==> config.mk <==
export PLATFORM = sky130hd
export DESIGN_NAME = apbspi_regs
export DESIGN_NICKNAME = d
export VERILOG_FILES = /design/src/rtl/apbspi_pkg.sv /design/src/rtl/apbspi_fifo.sv /design/src/rtl/apbspi_regs.sv
export SDC_FILE = /design/constraint.sdc
export NUM_CORES = 1
export LEC_CHECK = 0
export ABC_AREA = 0
export ABC_CLOCK_PERIOD_IN_PS = 3100
export CORE_MARGIN = 1.5
export CORE_UTILIZATION = 41
export DETAILED_ROUTE_END_ITERATION = 7
export MAX_ROUTING_LAYER = met4
export PLACE_DENSITY = 0.71
export SETUP_SLACK_MARGIN = 0.4
export SYNTH_ARGS = -nofsm -noshare
export SYNTH_HDL_FRONTEND = slang
export SYNTH_HIERARCHICAL = 1
export SYNTH_SLANG_ARGS = --single-unit
==> constraint.sdc <==
create_clock -name pclk -period 3.1 [get_ports pclk]
set_input_delay 0.62 -clock pclk [delete_from_list [all_inputs] [get_ports pclk]]
set_output_delay 0.62 -clock pclk [all_outputs]
set_load 0.005 [all_outputs]
==> src/rtl/apbspi_pkg.sv <==
// apbspi_pkg: definitions shared by the APB-SPI register block and the SPI
// shift engine.
//   - Register offsets inside the 256-byte APB window (paddr[7:0]).
//   - Bit positions of the CTRL and STATUS registers.
//   - ctrl_t: the SPI configuration that the register block holds.
//   - ctrl_to_word(): packs a ctrl_t into its CTRL read-back layout.
package apbspi_pkg;

    localparam logic [7:0] CTRL_OFS   = 8'h00;
    localparam logic [7:0] STATUS_OFS = 8'h04;
    localparam logic [7:0] TXDATA_OFS = 8'h08;
    localparam logic [7:0] RXDATA_OFS = 8'h0C;

    // CTRL bits
    localparam int CTRL_EN         = 0;
    localparam int CTRL_CPOL       = 1;
    localparam int CTRL_CPHA       = 2;
    localparam int CTRL_FLUSH      = 4;
    localparam int CTRL_CLKDIV_LSB = 8;

    // STATUS bits
    localparam int ST_BUSY    = 0;
    localparam int ST_TXFULL  = 1;
    localparam int ST_TXEMPTY = 2;
    localparam int ST_RXEMPTY = 3;
    localparam int ST_RXFULL  = 4;
    localparam int ST_RXOVF   = 5;

    typedef struct packed {
        logic [7:0] clkdiv;
        logic       cpha;
        logic       cpol;
        logic       en;
    } ctrl_t;

    // FLUSH is an action bit and is never stored, so it always reads 0.
    function automatic logic [31:0] ctrl_to_word(input ctrl_t c);
        logic [31:0] w;
        w                         = '0;
        w[CTRL_EN]                = c.en;
        w[CTRL_CPOL]              = c.cpol;
        w[CTRL_CPHA]              = c.cpha;
        w[CTRL_CLKDIV_LSB +: 8]   = c.clkdiv;
        return w;
    endfunction

endpackage

==> src/rtl/apbspi_fifo.sv <==
// apbspi_fifo: synchronous FIFO used for the TX and RX byte queues.
//   clk, rst     : clock, asynchronous active-high reset (pointers/count)
//   push, din    : write request and data; ignored while full
//   pop          : read request; ignored while empty
//   flush        : empties the FIFO, wins over same-cycle push/pop
//   dout         : head entry (valid while !empty)
//   full, empty  : flags derived from the current (pre-cycle) count
// DEPTH must be a power of two so the pointers wrap naturally.
module apbspi_fifo #(
    parameter int DATA_WIDTH = 8,
    parameter int DEPTH      = 4
) (
    input  logic                  clk,
    input  logic                  rst,
    input  logic                  push,
    input  logic                  pop,
    input  logic                  flush,
    input  logic [DATA_WIDTH-1:0] din,
    output logic [DATA_WIDTH-1:0] dout,
    output logic                  full,
    output logic                  empty
);
    import apbspi_pkg::*;

    localparam int AW = $clog2(DEPTH);
    localparam int CW = $clog2(DEPTH) + 1;

    logic [DATA_WIDTH-1:0] mem [DEPTH];
    logic [AW-1:0]         wr_ptr;
    logic [AW-1:0]         rd_ptr;
    logic [CW-1:0]         count;
    logic                  push_ok;
    logic                  pop_ok;

    assign full    = (count == CW'(DEPTH));
    assign empty   = (count == '0);
    // A push into a full FIFO is rejected even when a pop frees a slot in
    // the same cycle.
    assign push_ok = push & ~full;
    assign pop_ok  = pop & ~empty;
    assign dout    = mem[rd_ptr];

    always_ff @(posedge clk or posedge rst) begin
        if (rst) begin
            wr_ptr <= '0;
            rd_ptr <= '0;
            count  <= '0;
        end else if (flush) begin
            wr_ptr <= '0;
            rd_ptr <= '0;
            count  <= '0;
        end else begin
            if (push_ok) wr_ptr <= wr_ptr + AW'(1);
            if (pop_ok)  rd_ptr <= rd_ptr + AW'(1);
            case ({push_ok, pop_ok})
                2'b10:   count <= count + CW'(1);
                2'b01:   count <= count - CW'(1);
                default: count <= count;
            endcase
        end
    end

    // Storage carries data only; the count decides what is meaningful.
    always_ff @(posedge clk) begin
        if (push_ok && !flush) mem[wr_ptr] <= din;
    end

endmodule

==> src/rtl/apbspi_regs.sv <==
// apbspi_regs: APB slave register block of the APB-SPI bridge.
//   APB side : pclk, preset (async, active-high), paddr, psel, penable,
//              pwrite, pwdata -> prdata, pready (always 1), pslverr
//   Config   : cfg_en, cfg_cpol, cfg_cpha, cfg_clkdiv from CTRL
//   TX path  : tx_valid/tx_data toward the SPI engine, tx_ready back
//   RX path  : rx_valid/rx_data pulses from the engine (no backpressure)
//   spi_busy : engine mid-transfer, folded into STATUS.BUSY
// Register map (paddr[7:0]): 0x00 CTRL, 0x04 STATUS, 0x08 TXDATA, 0x0C RXDATA.
module apbspi_regs
    import apbspi_pkg::*;
#(
    parameter int ADDR_WIDTH = 32,
    parameter int FIFO_DEPTH = 4
) (
    input  logic                  pclk,
    input  logic                  preset,
    input  logic [ADDR_WIDTH-1:0] paddr,
    input  logic                  psel,
    input  logic                  penable,
    input  logic                  pwrite,
    input  logic [31:0]           pwdata,
    output logic [31:0]           prdata,
    output logic                  pready,
    output logic                  pslverr,
    output logic                  cfg_en,
    output logic                  cfg_cpol,
    output logic                  cfg_cpha,
    output logic [7:0]            cfg_clkdiv,
    output logic                  tx_valid,
    output logic [7:0]            tx_data,
    input  logic                  tx_ready,
    input  logic                  rx_valid,
    input  logic [7:0]            rx_data,
    input  logic                  spi_busy
);

    ctrl_t       ctrl;
    logic        rxovf;

    logic        access;
    logic [7:0]  ofs;
    logic        err;
    logic        ok;
    logic [31:0] rdata;
    logic [31:0] status;

    logic        tx_full, tx_empty, rx_full, rx_empty;
    logic [7:0]  rx_head;
    logic        tx_push, tx_pop, rx_pop;
    logic        ctrl_wr, flush, ovf_set, ovf_clr;

    // Upper address bits and unused write-data bits are deliberately ignored.
    logic        unused_bits;
    assign unused_bits = ^{paddr, pwdata[31:16]};

    assign access = psel & penable;
    assign ofs    = paddr[7:0];
    assign pready = 1'b1;

    always_comb begin
        status             = '0;
        status[ST_BUSY]    = spi_busy | ~tx_empty;
        status[ST_TXFULL]  = tx_full;
        status[ST_TXEMPTY] = tx_empty;
        status[ST_RXEMPTY] = rx_empty;
        status[ST_RXFULL]  = rx_full;
        status[ST_RXOVF]   = rxovf;
    end

    // Decode: only exact word offsets are mapped, so misaligned offsets
    // fall into the default error arm.
    always_comb begin
        err   = 1'b0;
        rdata = '0;
        case (ofs)
            CTRL_OFS:   rdata = ctrl_to_word(ctrl);
            STATUS_OFS: rdata = status;
            TXDATA_OFS: err   = ~pwrite | tx_full;
            RXDATA_OFS: begin
                err   = pwrite | rx_empty;
                rdata = {24'b0, rx_head};
            end
            default:    err   = 1'b1;
        endcase
    end

    assign ok      = access & ~err;
    assign prdata  = ok ? rdata : '0;
    assign pslverr = access & err;

    assign ctrl_wr = ok & pwrite & (ofs == CTRL_OFS);
    assign flush   = ctrl_wr & pwdata[CTRL_FLUSH];
    assign ovf_clr = ok & pwrite & (ofs == STATUS_OFS) & pwdata[ST_RXOVF];
    assign tx_push = ok & pwrite & (ofs == TXDATA_OFS);
    assign rx_pop  = ok & ~pwrite & (ofs == RXDATA_OFS);

    assign tx_valid = ctrl.en & ~tx_empty;
    assign tx_pop   = tx_valid & tx_ready;
    assign ovf_set  = rx_valid & rx_full;

    assign cfg_en     = ctrl.en;
    assign cfg_cpol   = ctrl.cpol;
    assign cfg_cpha   = ctrl.cpha;
    assign cfg_clkdiv = ctrl.clkdiv;

    always_ff @(posedge pclk or posedge preset) begin
        if (preset) begin
            ctrl  <= '0;
            rxovf <= 1'b0;
        end else begin
            if (ctrl_wr) begin
                ctrl.en     <= pwdata[CTRL_EN];
                ctrl.cpol   <= pwdata[CTRL_CPOL];
                ctrl.cpha   <= pwdata[CTRL_CPHA];
                ctrl.clkdiv <= pwdata[CTRL_CLKDIV_LSB +: 8];
            end
            // A fresh overflow outranks a same-cycle clear.
            if (ovf_set)      rxovf <= 1'b1;
            else if (ovf_clr) rxovf <= 1'b0;
        end
    end

    apbspi_fifo #(.DATA_WIDTH(8), .DEPTH(FIFO_DEPTH)) u_txfifo (
        .clk   (pclk),
        .rst   (preset),
        .push  (tx_push),
        .pop   (tx_pop),
        .flush (flush),
        .din   (pwdata[7:0]),
        .dout  (tx_data),
        .full  (tx_full),
        .empty (tx_empty)
    );

    apbspi_fifo #(.DATA_WIDTH(8), .DEPTH(FIFO_DEPTH)) u_rxfifo (
        .clk   (pclk),
        .rst   (preset),
        .push  (rx_valid),
        .pop   (rx_pop),
        .flush (flush),
        .din   (rx_data),
        .dout  (rx_head),
        .full  (rx_full),
        .empty (rx_empty)
    );

endmodule

==> reports/results.tsv, run 1 <==
stage	metric	value	unit
run_status	status	completed	
route	total wire length	9580	um
die	# IOs	134	
synth	asr flop ratio synth	28.9	%
synth	Syn Std Cell Area	4500	sq um
pwr	Worst IR Drop VDD	0.225	mV
sta	setup repair after global routing missed its margin	yes	
synth	multiplexer share of the synthesized area	12.7	%
sta	Hold Slack	0.536	ns
layout	Core Util, Final	55.0	%
sta	final-report hold violation count	0	
route	DR top layer	met4	
sta	worst relative slew slack	61.2	%
layout	nets	520	
place	Post-DP HPWL	6680	um
global_routing	gr usage total	17.8	%
route	drt first pass iters	4	
layout	Filler cells	921	
setup_path	slowest CP cell	or4b_4	
synth	Netlist cell types	53	
route	routed wl met2	4970	um
setup_path	Worst EP required	2.48	ns
global_routing	total gr overflow	0	
sta	actual slew at the worst max-slew pin	0.581	ns
die	Die Y	108	um
synth	XOR/XNOR Fraction of Synth Area	1.17	%
route	metal3 WL	464	um
sta	Setup Viol. Count Final	0	
layout	area grow syn2layout	31.3	%
synth	Post-synth EDFFs	64	
layout	design area	5910	sq um
clock_network	total CTS buffers	9	
sta	fin crit share	90.8	%
synth	Ys Warns	6	
clock_network	Post-CTS Hold Buffers	0	
clock_network	clk sink count	90	
global_routing	vias in the first global route	2896	
setup_path	Worst Setup Start Kind	primary input	
global_routing	initial antenna violation count	0	
setup_path	Worst path most repeated cell	buf_6	
layout	multi-input logic area	1810	sq um
layout	Seq. cell area	2580	sq um
layout	ANT cells	0	
setup_path	Crit Path Class	in -> out	
synth	main combinational cell family by area after synthesis	multiplexers	
layout	proportion of layout cells with a drive suffix above 1	31.5	%
synth	Synth Area in Compound Gates	6.34	%
flow_run	maxcap violations	0	
clock_network	CTS Buffer Depth	2	
die	Initial Utilization	41.9	%
route	Vias/cell	5.17	
place	GP Congestion	0.818	
synth	Yosys reg bits	90	
clock_network	CTS tree	yes	
die	die boundary width	108	um
place	Cell Area, Placed	5560	sq um
route	Routed WL per cell	16.7	um
clock_network	Skew-Pair Late Insertion Delay	0.36	ns
setup_path	Max FO, Critical Path	4	
setup_path	crit path capture type	output port	
synth	synthesized area per cell	14.1	sq um
synth	count leader, synth	edfxtp_1	
clock_network	H-tree depth	3	
die	Core Footprint	10700	sq um
pwr	Pwr Density	476	nW/um^2
synth	Yosys top cell area share	42.7	%
global_routing	first-pass GRT wire length	14900	um
setup_path	CP max stage delay	0.59	ns
setup_path	Worst EP arrival	2.19	ns
synth	Top FF cell, synth	edfxtp_1	
setup_path	flop-to-flop setup slack	0.58	ns
synth	register area share after synthesis	57.2	%
synth	post-synthesis simple-gate area fraction	12.7	%
route	met1 wire length	4000	um
sta	Max Clock Skew	0.00479	ns
die	Die ar.	11600	sq um
die	Cell Rows	38	
sta	minimum clock period	2.81	ns
min_path	type of the worst min-delay path	in -> async	
synth	Synth Area in Adders	3.12	%
clock_network	clock slew at reported path FFs	0.09	ns
synth	post-synth top area cell	edfxtp_1	
synth	Synth top cells by count	edfxtp_1, dfrtp_1, buf_4	
place	port buffer count	76	
route	Routed Antenna Nets	0	
global_routing	largest net degree at the start of global routing	18	
synth	top cells by area, synth	edfxtp_1, dfrtp_1, mux4_2, buf_4, mux2_4	
pwr	Leakage	0.00229	uW
route	via count	2974	
sta	maximum clock rate	355	MHz
route	number of remaining DRC errors	0	
synth	Syn Inst Count	318	
sta	Final Max Tran Viols	0	
clock_network	Root Driver	clkbuf_8	
setup_path	cells along the critical path	buf_6 > or4_4 > or4b_4 > buf_6 > nor2_4 > buf_2	
route	Initial DRC Count	143	
==> path summary, 6_finish.rpt <==
path	startpoint	endpoint	cells after the start
worst max-delay path	paddr[4]	prdata[4]	6
worst min-delay path	preset	u_rxfifo/rd_ptr[1]	2
max in group asynchronous	preset	rxovf	2
min in group pclk	cfg_clkdiv[4]	cfg_clkdiv[4]	1
worst min register to register	cfg_clkdiv[4]	cfg_clkdiv[4]	1
worst max register to register	u_txfifo/count[1]	u_txfifo/count[1]	9
==> per-layer routing <==
metal / vias up / track usage, %
met1: 1482 / 21.2
met4: 0 / 6.20
li1: 1382 / -
met2: 97 / 30.2
met5: - / -
met3: 13 / 3.51
==> cells in the final DEF (no fill, tap or decap), drive strengths merged, types with 4 or more instances in the layout <==
cell type       n
a21oi           9
and2           16
and3            4
buf            58
clkbuf         10
clkdlybuf4s15   4
clkdlybuf4s50  48
conb           17
dfrtp          26
dlygate4sd2    11
edfxtp         64
ha              8
inv            17
mux2           11
mux2i           5
mux4           16
nand2b          5
nand3           8
nand3b          5
nor2           13
nor3            4
nor3b           5
o21ai          10
o31ai           4
or2             5
xor2            4
==> what timing repair did <==
| action | CTS | global route |
|---|---|---|
| pin swaps | 10 | 3 |
| setup buffers | 7 | 1 |
| resized for setup | 90 | 12 |
| gates cloned | 1 | 0 |
| setup endpoints to repair | 94 | 14 |
==> area by class of cell <==
class	count	area share, %
well taps	140	2.96
inverters	14	0.889
flip-flops and latches	90	43.6
multi-input cells	192	30.6
repair buffers	123	18.8
clock buffers	9	2.10
clock inverters	7	1.06
==> flip-flops by register name (all words and copies together), names as in the netlist <==
| signal | count |
|---|---|
| cfg_en | 1 |
| u_rxfifo/wr_ptr | 2 |
| u_rxfifo/rd_ptr | 2 |
| cfg_cpol | 1 |
| u_txfifo/count | 3 |
| u_txfifo/wr_ptr | 2 |
| cfg_cpha | 1 |
| u_txfifo/rd_ptr | 2 |
| u_rxfifo/count | 3 |
| cfg_clkdiv | 8 |
| rxovf | 1 |
| u_txfifo/mem | 32 |
| u_rxfifo/mem | 32 |
==> metrics by stage <==
| step | setup WS [ns] | total power [uW] | setup TNS [ns] | cells |
|---|---|---|---|---|
| 2_1_floorplan | 0.296 | 1830 | 0 | 333 |
| 3_3_place_gp | -0.347 | 2000 | -8.67 | 550 |
| 3_5_place_dp | -0.341 | 2020 | -9.20 | 550 |
| 4_1_cts | 0.291 | 2820 | 0 | 574 |
| 5_1_grt | 0.265 | 2940 | 0 | 575 |
| 6_report | 0.285 | 2810 | 0 | 575 |
==> kinds of logic after synthesis <==
kind of cell,Yosys count
and+or+nand+nor,86
AOI/OAI and AO/OA,41
buffers and inverters,51
DFF,90
muxes,32
adders and majority gates,10
other,2
xor gates and xnor gates,6
==> power by group <==
group          total [uW]  switching, uW  internal, uW
Combinational         585            294           290
Clock                 763            457           305
Sequential           1460           80.9          1380
Total                2810            832          1980
==> worst max-delay path, delay by kind of cell <==
family | cells | cell delay, ns
buffers and inverters | 3 | 0.35
AND/OR/NAND/NOR | 3 | 1.23
Note: power is estimated with default switching activity, not from simulation.
==> inputs of run 2 (changes only) <==
--- a/config.mk
+++ b/config.mk
@@ -8,12 +8,13 @@
 export ABC_AREA = 0
 export ABC_CLOCK_PERIOD_IN_PS = 3100
 export CORE_MARGIN = 1.5
-export CORE_UTILIZATION = 41
+export CORE_UTILIZATION = 45
 export DETAILED_ROUTE_END_ITERATION = 7
 export MAX_ROUTING_LAYER = met4
-export PLACE_DENSITY = 0.71
+export PLACE_DENSITY = 0.77
 export SETUP_SLACK_MARGIN = 0.4
 export SYNTH_ARGS = -nofsm -noshare
 export SYNTH_HDL_FRONTEND = slang
 export SYNTH_HIERARCHICAL = 1
 export SYNTH_SLANG_ARGS = --single-unit
+export TNS_END_PERCENT = 20
==> run 2 against run 1 <==
Effect of this change: routed wire length down 0.53%; non-clock buffer count down 8; clock skew up 0.0017 ns; sequential power about the same; clock power up 18%; first-iteration DRC count up 71%; highest routed layer unchanged.
==> reports/results.tsv, run 2 (synthesis gave the netlist of run 1 again) <==
stage	metric	value	unit	change
clock_network	total CTS buffers	9		unchanged
sta	setup repair after global routing missed its margin	yes		unchanged
layout	Core Util, Final	60.3	%	was 55.0%
sta	maximum clock rate	357	MHz	was 355 MHz
setup_path	beginning of the worst register-to-register path	u_txfifo/count[1]		unchanged
clock_network	Skew-Pair Late Insertion Delay	0.35	ns	was 0.36 ns
global_routing	met1 usage	25.6	%	was 21.2%
layout	ANT cells	0		unchanged
layout	nets	512		was 520
pwr	Leakage	0.00226	uW	was 0.00229 uW
setup_path	Worst path most repeated cell	buf_6		unchanged
global_routing	busiest layer in global routing	met2		unchanged
layout	Finished Layout Cells	560		was 575
pwr	Worst IR Drop VDD	0.259	mV	was 0.225 mV
sta	actual slew at the worst max-slew pin	0.507	ns	was 0.581 ns
layout	proportion of layout cells with a drive suffix above 1	29.3	%	was 31.5%
clock_network	Root Driver	clkbuf_8		unchanged
setup_path	Max FO, Critical Path	4		unchanged
setup_path	Crit Path Class	in -> out		unchanged
die	Die Y	103	um	was 108 um
place	Post-DP HPWL	6660	um	was 6680 um
flow_run	maxcap violations	0		unchanged
die	Die ar.	10600	sq um	was 11,600 sq um
layout	design area	5870	sq um	was 5910 sq um
place	port buffer count	76		unchanged
sta	TNS Setup	0	ns	unchanged
pwr	Comb power frac	20.7	%	was 20.8%
pwr	Pint	2150	uW	was 1980 uW
setup_path	cells along the critical path	buf_6 > or4_4 > or4b_4 > buf_6 > nor2_4 > buf_2		unchanged
pwr	Total Power	2950	uW	was 2810 uW
setup_path	Worst EP required	2.48	ns	about the same
min_path	hold path depth	1		
place	GP Congestion	0.794		was 0.818
clock_network	H-tree depth	3		unchanged
route	number of remaining DRC errors	0		unchanged
run_status	status	completed		unchanged
route	Routed WL per cell	17.0	um	was 16.7 um
global_routing	gr usage total	20.3	%	was 17.8%
setup_path	R2R cell count	9		unchanged
route	total wire length	9530	um	was 9580 um
clock_network	clock slew at reported path FFs	0.09	ns	about the same
clock_network	CTS tree	yes		unchanged
sta	final-report hold violation count	0		unchanged
setup_path	flop-to-flop setup slack	0.52	ns	was 0.58 ns
layout	most frequent cells in the layout	edfxtp_1, clkdlybuf4s50_1, buf_4		unchanged
pwr	sw frac	27.3	%	was 29.6%
clock_network	CTS Buffer Depth	2		unchanged
pwr	clock group share of total power	30.4	%	was 27.1%
place	Cell Area, Placed	5550	sq um	was 5560 sq um
global_routing	GR Util met3	3.25	%	was 3.51%
sta	fin crit share	90.4	%	was 90.8%
die	die boundary width	103	um	was 108 um
pwr	Sequential Power Share	48.8	%	was 52.1%
global_routing	largest net degree at the start of global routing	22		was 18
layout	commonest non-fill, non-tap cell in the layout	edfxtp_1		unchanged
route	via count	2926		was 2,974
place	Placed Cells	537		was 550
setup_path	slowest CP cell	or4_4		was or4b_4
route	Routed Antenna Nets	0		unchanged
setup_path	crit path capture type	output port		unchanged
global_routing	vias in the first global route	2968		was 2,896
global_routing	first-pass GRT wire length	15400	um	was 14,900 um
route	Initial DRC Count	245		was 143
pwr	Pwr Density	503	nW/um^2	was 476 nW/um^2
global_routing	total gr overflow	0		unchanged
min_path	type of the worst min-delay path	reg -> reg		was in -> async
sta	Max Clock Skew	0.00648	ns	was 0.00479 ns
route	drt first pass iters	4		unchanged
die	# IOs	134		unchanged
setup_path	Worst EP arrival	2.18	ns	was 2.19 ns
setup_path	Worst Setup SP	paddr[4]		unchanged
setup_path	CP max stage delay	0.57	ns	was 0.59 ns
sta	Final Max Tran Viols	0		unchanged
layout	area grow syn2layout	30.5	%	was 31.3%
sta	Setup Viol. Count Final	0		unchanged
die	Core Footprint	9730	sq um	was 10,700 sq um
route	Vias/cell	5.23		was 5.17
global_routing	initial antenna violation count	0		unchanged
min_path	Hold Crit Start	cfg_clkdiv[6]		
die	Initial Utilization	46.2	%	was 41.9%
sta	minimum clock period	2.80	ns	was 2.81 ns
pwr	Sw Pwr	805	uW	was 832 uW
die	Cell Rows	36		was 38
global_routing	met2 capacity usage during global routing	33.5	%	was 30.2%
clock_network	clk sink count	90		unchanged
sta	worst relative slew slack	66.2	%	was 61.2%
setup_path	Worst Setup Start Kind	primary input		unchanged
==> run 2: timing repair <==
action / in CTS / in global routing
gates resized for setup: 90 / 1
endpoints found under the setup margin: 93 / 26
gates cloned: 0 / 0
pin swaps: 9 / 0
buffers inserted: 7 / 0
hold buffers: 0 / 0
==> run 2: layer usage <==
metal | wire length [um] | part of all wire [%] | vias up
li1 | - | - | 1362
met1 | 3960 | 42 | 1462
met2 | 4950 | 52 | 92
met3 | 502 | 5.3 | 10
met4 | 118 | 1.2 | 0
met5 | 0 | 0 | -
==> run 2: worst paths after layout <==
check / end
min: cfg_clkdiv[6]
max reg2reg: u_txfifo/count[1]
min in group asynchronous: u_txfifo/wr_ptr[0]
min reg2reg: cfg_clkdiv[6]
max: prdata[3]
max in group asynchronous: rxovf
==> run 2: power groups by stage <==
stage               combinational [uW]  sequential (uW)  clock, uW
floorplan                          391             1440          0
global route                       680             1460        974
CTS                                606             1440        919
detailed placement                 562             1470          0
global placement                   542             1470          0
finish                             612             1440        898
==> run 2: cell type report <==
class | instances | area (sq um)
Clock inverter | 6 | 97.6
Sequential cell | 90 | 2580
Fill cell | 753 | 3860
Inverter | 14 | 52.6
Timing Repair Buffer | 115 | 1060
Tap cell | 133 | 166
Multi-Input combinational cell | 192 | 1790
Clock buffer | 10 | 128
==> run 2: critical path: cells and delay by family <==
| family | cells | cell delay, ns |
|---|---|---|
| AND/OR/NAND/NOR | 3 | 1.21 |
| buffers and inverters | 3 | 0.36 |
==> run 2: metrics by stage <==
step | worst slack [ns] | hold slack [ns]
after global placement | -0.391 | 0.508
after CTS | 0.317 | 0.542
after global routing | 0.241 | 0.562
after floorplan | 0.296 | 0.423
final | 0.297 | 0.538
after detailed placement | -0.420 | 0.514
==> inputs of run 3 (changes only) <==
--- a/config.mk
+++ b/config.mk
@@ -13,6 +13,7 @@
 export MAX_ROUTING_LAYER = met4
 export PLACE_DENSITY = 0.77
 export SETUP_SLACK_MARGIN = 0.4
+export SKIP_LAST_GASP = 1
 export SYNTH_ARGS = -nofsm -noshare
 export SYNTH_HDL_FRONTEND = slang
 export SYNTH_HIERARCHICAL = 1
==> results of run 3 <==
The final DEF is identical to that of run 2; final timing and power are the same.
